`src/rtl/uart_pkg.sv`:
```
// -----------------------------------------------------------------------------
// uart_pkg
// Shared definitions for the UART transmit buffer:
//   - APB register offsets (decoded from padd[3:2])
//   - STATUS / CTRL bit positions
//   - drain state machine encoding
// -----------------------------------------------------------------------------
package uart_pkg;

    // Register offsets, word index (padd[3:2])
    localparam logic [1:0] UART_TXF_DATA   = 2'd0;
    localparam logic [1:0] UART_TXF_STATUS = 2'd1;
    localparam logic [1:0] UART_TXF_CTRL   = 2'd2;
    localparam logic [1:0] UART_TXF_RSVD   = 2'd3;

    // STATUS bit positions (count occupies [CNT_W-1:0])
    localparam int STAT_EMPTY_BIT = 8;
    localparam int STAT_FULL_BIT  = 9;
    localparam int STAT_OVF_BIT   = 10;
    localparam int STAT_BUSY_BIT  = 11;

    // CTRL bit positions
    localparam int CTRL_ENABLE_BIT   = 0;
    localparam int CTRL_FLUSH_BIT    = 1;
    localparam int CTRL_IRQ_MASK_BIT = 2;
    localparam int CTRL_OVF_CLR_BIT  = 3;

    // Drain state machine
    typedef enum logic [1:0] {
        IDLE = 2'd0,
        LOAD = 2'd1,
        WAIT = 2'd2
    } drain_state_e;

endpackage

```
`src/rtl/uart_sync_fifo.sv`:
```
// -----------------------------------------------------------------------------
// uart_sync_fifo
// Generic single-clock FIFO shared by the UART TX and RX paths.
// A push while full is accepted only if a pop happens in the same cycle
// (the pop frees the slot). Flush clears pointers and count and wins over
// push/pop in the same cycle. Read data is the current head (show-ahead).
//
// Ports:
//   clk, rst        clock, asynchronous active-high reset
//   push, wr_data   enqueue request and data
//   pop             dequeue request (ignored when empty)
//   flush           clear all entries
//   rd_data         head entry
//   count           fill level 0..DEPTH
//   full, empty     fill flags
// -----------------------------------------------------------------------------
module uart_sync_fifo #(
    parameter int WIDTH = 8,
    parameter int DEPTH = 16
) (
    input  logic                     clk,
    input  logic                     rst,
    input  logic                     push,
    input  logic [WIDTH-1:0]         wr_data,
    input  logic                     pop,
    input  logic                     flush,
    output logic [WIDTH-1:0]         rd_data,
    output logic [$clog2(DEPTH):0]   count,
    output logic                     full,
    output logic                     empty
);

    localparam int PTR_W = $clog2(DEPTH);
    localparam int CNT_W = PTR_W + 1;

    logic [WIDTH-1:0] mem_r [DEPTH];
    logic [PTR_W-1:0] wr_ptr_r;
    logic [PTR_W-1:0] rd_ptr_r;
    logic [CNT_W-1:0] count_r;
    logic             push_ok_s;
    logic             pop_ok_s;

    assign empty     = (count_r == {CNT_W{1'b0}});
    assign full      = (count_r == CNT_W'(DEPTH));
    assign pop_ok_s  = pop & ~empty;
    assign push_ok_s = push & (~full | pop_ok_s);
    assign rd_data   = mem_r[rd_ptr_r];
    assign count     = count_r;

    // Pointer and fill-count state; pointers wrap naturally (DEPTH is 2^n)
    always_ff @(posedge clk or posedge rst) begin
        if (rst) begin
            wr_ptr_r <= {PTR_W{1'b0}};
            rd_ptr_r <= {PTR_W{1'b0}};
            count_r  <= {CNT_W{1'b0}};
        end else if (flush) begin
            wr_ptr_r <= {PTR_W{1'b0}};
            rd_ptr_r <= {PTR_W{1'b0}};
            count_r  <= {CNT_W{1'b0}};
        end else begin
            if (push_ok_s) begin
                wr_ptr_r <= wr_ptr_r + PTR_W'(1);
            end
            if (pop_ok_s) begin
                rd_ptr_r <= rd_ptr_r + PTR_W'(1);
            end
            case ({push_ok_s, pop_ok_s})
                2'b10:   count_r <= count_r + CNT_W'(1);
                2'b01:   count_r <= count_r - CNT_W'(1);
                default: count_r <= count_r;
            endcase
        end
    end

    // Storage array; contents need no reset since pointers define validity
    always_ff @(posedge clk) begin
        if (push_ok_s && !flush) begin
            mem_r[wr_ptr_r] <= wr_data;
        end
    end

endmodule

```
`src/rtl/uart_tx_fifo.sv`:
```
// -----------------------------------------------------------------------------
// uart_tx_fifo
// APB-slave transmit buffer feeding the UART serializer. Software pushes
// bytes into a DEPTH-entry FIFO; a drain FSM hands them one at a time to the
// transmitter (tx_start pulse + tx_byte) and waits for i_tx_done.
//
// Optional feature macro: UART_TX_FIFO_IRQ_EN
//   defined   -> o_irq port, CTRL[2] irq_mask stored;
//                o_irq = irq_mask & empty & FSM idle (registered level)
//   undefined -> no o_irq port, CTRL[2] not stored, reads 0
//
// Ports:
//   pclk, rst            clock, asynchronous active-high reset
//   psel, penable,
//   pwrite, padd, pwdata APB request (padd[3:2] decoded)
//   pready, prdata,
//   pslverr              APB response (zero wait states)
//   tx_start, tx_byte    frame start pulse and byte to serialize
//   i_tx_done            frame-complete pulse from the serializer
//   o_irq                drained interrupt (UART_TX_FIFO_IRQ_EN only)
//
// Register map: 0 DATA (wo), 1 STATUS (ro), 2 CTRL, 3 reserved (pslverr).
// -----------------------------------------------------------------------------
module uart_tx_fifo
    import uart_pkg::*;
#(
    parameter int DEPTH = 16,
    parameter int CNT_W = $clog2(DEPTH) + 1
) (
    input  logic        pclk,
    input  logic        rst,
    input  logic        psel,
    input  logic        penable,
    input  logic        pwrite,
    input  logic [31:0] padd,
    input  logic [31:0] pwdata,
    output logic        pready,
    output logic [31:0] prdata,
    output logic        pslverr,
    output logic        tx_start,
    output logic [7:0]  tx_byte,
    input  logic        i_tx_done
`ifdef UART_TX_FIFO_IRQ_EN
    ,
    output logic        o_irq
`endif
);

    // ------------------------------------------------------------------
    // APB decode
    // ------------------------------------------------------------------
    logic       access_s;
    logic       wr_access_s;
    logic       rd_access_s;
    logic [1:0] addr_s;
    logic       push_req_s;
    logic       push_drop_s;
    logic       ctrl_wr_s;
    logic       flush_s;
    logic       rsvd_s;

    assign access_s    = psel & penable;
    assign wr_access_s = access_s & pwrite;
    assign rd_access_s = access_s & ~pwrite;
    assign addr_s      = padd[3:2];
    assign push_req_s  = wr_access_s & (addr_s == UART_TXF_DATA);
    assign ctrl_wr_s   = wr_access_s & (addr_s == UART_TXF_CTRL);
    assign flush_s     = ctrl_wr_s & pwdata[CTRL_FLUSH_BIT];
    assign rsvd_s      = access_s & (addr_s == UART_TXF_RSVD);

    logic unused_s;
    assign unused_s = ^{padd[31:4], padd[1:0], pwdata[31:8]};

    // ------------------------------------------------------------------
    // FIFO
    // ------------------------------------------------------------------
    logic [7:0]       fifo_rdata_s;
    logic [CNT_W-1:0] fifo_count_s;
    logic             fifo_full_s;
    logic             fifo_empty_s;
    logic             pop_s;

    uart_sync_fifo #(
        .WIDTH (8),
        .DEPTH (DEPTH)
    ) u_fifo (
        .clk     (pclk),
        .rst     (rst),
        .push    (push_req_s),
        .wr_data (pwdata[7:0]),
        .pop     (pop_s),
        .flush   (flush_s),
        .rd_data (fifo_rdata_s),
        .count   (fifo_count_s),
        .full    (fifo_full_s),
        .empty   (fifo_empty_s)
    );

    // A pop in the same cycle frees a slot, so a push to a full FIFO is
    // only dropped when no pop coincides with it.
    assign push_drop_s = push_req_s & fifo_full_s & ~pop_s;

    assign pready  = access_s;
    assign pslverr = rsvd_s | push_drop_s;

    // ------------------------------------------------------------------
    // Control / status registers
    // ------------------------------------------------------------------
    logic enable_r;
    logic overflow_r;
    logic irq_mask_rd_s;

    // Enable bit, written through CTRL
    always_ff @(posedge pclk or posedge rst) begin
        if (rst) begin
            enable_r <= 1'b0;
        end else if (ctrl_wr_s) begin
            enable_r <= pwdata[CTRL_ENABLE_BIT];
        end else begin
            enable_r <= enable_r;
        end
    end

    // Sticky overflow flag: set on a dropped push, write-1-clear via CTRL
    always_ff @(posedge pclk or posedge rst) begin
        if (rst) begin
            overflow_r <= 1'b0;
        end else if (push_drop_s) begin
            overflow_r <= 1'b1;
        end else if (ctrl_wr_s && pwdata[CTRL_OVF_CLR_BIT]) begin
            overflow_r <= 1'b0;
        end else begin
            overflow_r <= overflow_r;
        end
    end

    // ------------------------------------------------------------------
    // Drain FSM
    // ------------------------------------------------------------------
    drain_state_e state_r;
    drain_state_e state_next_s;
    logic         tx_start_r;
    logic [7:0]   tx_byte_r;

    assign pop_s = (state_r == IDLE) & enable_r & ~fifo_empty_s;

    // State register
    always_ff @(posedge pclk or posedge rst) begin
        if (rst) begin
            state_r <= IDLE;
        end else begin
            state_r <= state_next_s;
        end
    end

    // Next-state logic; done pulses outside WAIT are ignored
    always_comb begin
        state_next_s = state_r;
        case (state_r)
            IDLE: begin
                if (pop_s) begin
                    state_next_s = LOAD;
                end else begin
                    state_next_s = IDLE;
                end
            end
            LOAD: begin
                state_next_s = WAIT;
            end
            WAIT: begin
                if (i_tx_done) begin
                    state_next_s = IDLE;
                end else begin
                    state_next_s = WAIT;
                end
            end
            default: begin
                state_next_s = IDLE;
            end
        endcase
    end

    // tx_start is high exactly while the FSM sits in LOAD
    always_ff @(posedge pclk or posedge rst) begin
        if (rst) begin
            tx_start_r <= 1'b0;
        end else begin
            tx_start_r <= (state_next_s == LOAD);
        end
    end

    // Byte capture on pop; held until the next pop (flush leaves it alone)
    always_ff @(posedge pclk or posedge rst) begin
        if (rst) begin
            tx_byte_r <= 8'd0;
        end else if (pop_s) begin
            tx_byte_r <= fifo_rdata_s;
        end else begin
            tx_byte_r <= tx_byte_r;
        end
    end

    assign tx_start = tx_start_r;
    assign tx_byte  = tx_byte_r;

    // ------------------------------------------------------------------
    // Optional drained interrupt
    // ------------------------------------------------------------------
`ifdef UART_TX_FIFO_IRQ_EN
    logic irq_mask_r;
    logic irq_r;

    // Interrupt mask, written through CTRL
    always_ff @(posedge pclk or posedge rst) begin
        if (rst) begin
            irq_mask_r <= 1'b0;
        end else if (ctrl_wr_s) begin
            irq_mask_r <= pwdata[CTRL_IRQ_MASK_BIT];
        end else begin
            irq_mask_r <= irq_mask_r;
        end
    end

    // Level interrupt: FIFO drained and the last frame completed
    always_ff @(posedge pclk or posedge rst) begin
        if (rst) begin
            irq_r <= 1'b0;
        end else begin
            irq_r <= irq_mask_r & fifo_empty_s & (state_r == IDLE);
        end
    end

    assign o_irq         = irq_r;
    assign irq_mask_rd_s = irq_mask_r;
`else
    assign irq_mask_rd_s = 1'b0;
`endif

    // ------------------------------------------------------------------
    // Read mux: reflects register state before the current edge
    // ------------------------------------------------------------------
    logic [31:0] status_word_s;
    logic [31:0] ctrl_word_s;

    // STATUS and CTRL read words
    always_comb begin
        status_word_s                    = 32'd0;
        status_word_s[CNT_W-1:0]         = fifo_count_s;
        status_word_s[STAT_EMPTY_BIT]    = fifo_empty_s;
        status_word_s[STAT_FULL_BIT]     = fifo_full_s;
        status_word_s[STAT_OVF_BIT]      = overflow_r;
        status_word_s[STAT_BUSY_BIT]     = (state_r != IDLE);
        ctrl_word_s                      = 32'd0;
        ctrl_word_s[CTRL_ENABLE_BIT]     = enable_r;
        ctrl_word_s[CTRL_IRQ_MASK_BIT]   = irq_mask_rd_s;
    end

    // prdata is zero outside a read access phase
    always_comb begin
        prdata = 32'd0;
        if (rd_access_s) begin
            case (addr_s)
                UART_TXF_STATUS: prdata = status_word_s;
                UART_TXF_CTRL:   prdata = ctrl_word_s;
                default:         prdata = 32'd0;
            endcase
        end else begin
            prdata = 32'd0;
        end
    end

endmodule
```
`config.mk`:
```
export PLATFORM = sky130hd
export DESIGN_NAME = uart_tx_fifo
export DESIGN_NICKNAME = d
export VERILOG_FILES = /design/src/rtl/uart_pkg.sv /design/src/rtl/uart_sync_fifo.sv /design/src/rtl/uart_tx_fifo.sv
export SDC_FILE = /design/constraint.sdc
export NUM_CORES = 1
export LEC_CHECK = 0
export ABC_AREA = 1
export ABC_CLOCK_PERIOD_IN_PS = 5100
export BUFFER_PORTS_ARGS = -buffer_cell sky130_fd_sc_hd__buf_2
export CAP_MARGIN = 40
export CORE_ASPECT_RATIO = 0.9
export CORE_MARGIN = 2
export CORE_UTILIZATION = 55
export DETAILED_ROUTE_END_ITERATION = 10
export PLACE_DENSITY = 0.78
export SLEW_MARGIN = 20
export SYNTH_ARGS = -nofsm -noshare
export SYNTH_HDL_FRONTEND = slang
export SYNTH_SLANG_ARGS = --single-unit
```
`constraint.sdc`:
```
create_clock -name pclk -period 5.1 [get_ports pclk]
set_input_delay 1.02 -clock pclk [delete_from_list [all_inputs] [get_ports pclk]]
set_output_delay 1.02 -clock pclk [all_outputs]
set_load 0.01 [all_outputs]
```
==> flow_summary.ini <==
[global_route]
grt_pass1_wl_um = 23600
grt-ovfl-total = 0
antenna_found_initial = 0
grt_max_degree = 66
grt_pass1_vias = 4465
track_usage = 0.244

[cts]
clock_path_buffers = 2
post_cts_resized = 0
clock_latency_ps = 420
cts_max_level = 4
cts_tree = built
cts_num_sinks = 154
cts_buffers = 17
hold_buffers = 0
cts-root-buf = clkbuf_16
path_clk_slew_ps = 60
post_cts_buffers = 0

[route]
drt_iter0_drc = 571
via_per_inst = 5.88
drc = 0
vias = 4665
ant_nets = 0
routed_wl_um = 15600
wl_per_cell_um = 19.6
first_pass_iters = 5

[power]
leakagePower_uw = 0.00285
power.ir.vdd_worst_uv = 291
power.density_nw_per_um2 = 554

[floorplanning]
rows = 38
dieArea_sq_um = 13300
ioPinCount = 113
die_width_um = 121
start_util = 0.564
die_y_um = 110
core_area_sq_um = 12100

[logic_synthesis]
synth_cell_types = 38
synth_flop_cell = edfxtp_1
synth_top_area_frac = 0.565
synth.most_common_cell = edfxtp_1
synthTopCellsByCount = 128 x edfxtp_1, 117 x nor2_1, 79 x o21ai_0
ys_async_sr_fraction = 0.169
ys_seq_area_frac = 0.660
synth_cells = 589
synth_area_leaders = edfxtp_1 56%, dfrtp_1 9.6%, nor2_1 6.5%, o21ai_0 5.8%, o211ai_1 3.0%
synth-seq-cells = 154
synth_warnings = 0
syn_area_sq_um = 6810
avgSynthCellArea_sq_um = 11.6
synth_top_area_cell = edfxtp_1
synth-edff-count = 128

[sta]
worst_pin_slew_ps = 860
maxSlewViolCount = 0
fmax_mhz = 317
fin_skew_ps = 6.20
hold_ws_ps = 518
rsz0062_at_grt = false
min_period_ps = 3160
finalCritPeriodShare = 0.619
max-slew-margin-rel = 0.424
setup_viol = 0
hold_viol_final = 0
final.setup.tns_ps = 0

[cells_and_area]
nets = 701
drive_above_1_share = 0.153
n_antenna_cell = 0
stdcell_area_sq_um = 7660
area_growth_pct = 12.5
postLayoutCoreUtil = 0.634

[placement]
hpwlAfterDp_um = 9530
port_buffers = 35
gp_congestion = 0.803
postPlaceCellArea_sq_um = 7010

[run_status]
outcome = completed

[setup_path]
start_kind = input pin
cp.required_ps = 4080
cp-end-kind = output port
reg2reg_slack_ps = 2630
worstSetupPathType = in2out
crit_path_max_fanout = 9
cp.arrival_ps = 2140

[flow_run]
maxCapViolations = 0

[min_path]
min_path_type = reg2reg
-- critical path: stages --
cell and delay [ps]:
buf_2 110, inv_1 60, ha_1 290, nand3_1 250, o21ai_0 240, buf_2 160
-- sequential cells by signal, indices dropped and copies added, names as in the netlist --
register         flops
u_fifo.mem_r       128
tx_byte              8
u_fifo.count         5
u_fifo.rd_ptr_r      4
u_fifo.wr_ptr_r      4
state_r              2
enable_r             1
overflow_r           1
tx_start             1
-- placed cells by master (no fill, tap or decap), drive strengths merged --
cell type,n
edfxtp,128
nor2,122
o21ai,81
buf,42
nand2,41
inv,39
o211ai,27
dfrtp,26
conb,23
clkbuf,21
nand3,20
ha,10
o22ai,8
a31oi,8
nand4,8
a21oi,6
o221ai,5
bufinv,4
clkinvlp,3
clkinv,3
nor3,3
xnor2,1
o21bai,1
o21a,1
nand3b,1
nor4,1
xor2,1
-- power by group --
part	internal, uW	switching, uW	leakage (uW)	total (uW)
sequential	1470	88.6	0.00146	1560
combinational	411	933	0.00108	1340
clock	857	485	0.000305	1340
-- cell type report --
class,count,area [sq um]
sequential,154,4500
fill,862,4420
multi-input combinational,368,1940
clock buffer,21,470
timing repair buffer,42,248
tap,160,200
clock inverter,11,166
inverter,38,143
-- path summary, 6_finish.rpt --
check                                                  from                             end  cells past startpoint
min in group asynchronous                               rst          tx_byte[6]$_DFFE_PP0P_                      2
worst min register to register  u_fifo.count[4]$_DFFE_PP0P_     u_fifo.count[4]$_DFFE_PP0P_                      2
max in group asynchronous                               rst  u_fifo.rd_ptr_r[0]$_DFFE_PP0P_                      3
worst max register to register         state_r[0]$_DFF_PP0_    u_fifo.mem_r[9][6]$_DFFE_PP_                      9
worst min-delay path            u_fifo.count[4]$_DFFE_PP0P_     u_fifo.count[4]$_DFFE_PP0P_                      2
worst max-delay path                                padd[3]                       prdata[0]                      6
-- layer usage --
layer	vias up	GRT usage	wire (um)
li1	2110	-	-
met1	2235	0.336	6210
met2	291	0.385	7460
met3	29	0.0591	1630
met4	0	0.0821	267
met5	-	0	0
-- kinds of logic after synthesis --
logic type	share of synthesized area
AND/OR/NAND/NOR	0.130
adder cells (fa/ha/maj)	0.0184
XOR/XNOR	0.00257
flip-flops	0.660
buffers and inverters	0.0673
other	0.000551
AO/OA/AOI/OAI	0.120
-- per-stage QoR --
step	total power, uW	setup WS (ps)	instances
after floorplan	2540	2210	611
after global placement	2800	1870	758
after detailed placement	2890	1720	760
after CTS	4230	1940	792
after global routing	4460	1790	794
final	4240	1940	794
No activity file was read; power rests on OpenSTA's default activity.
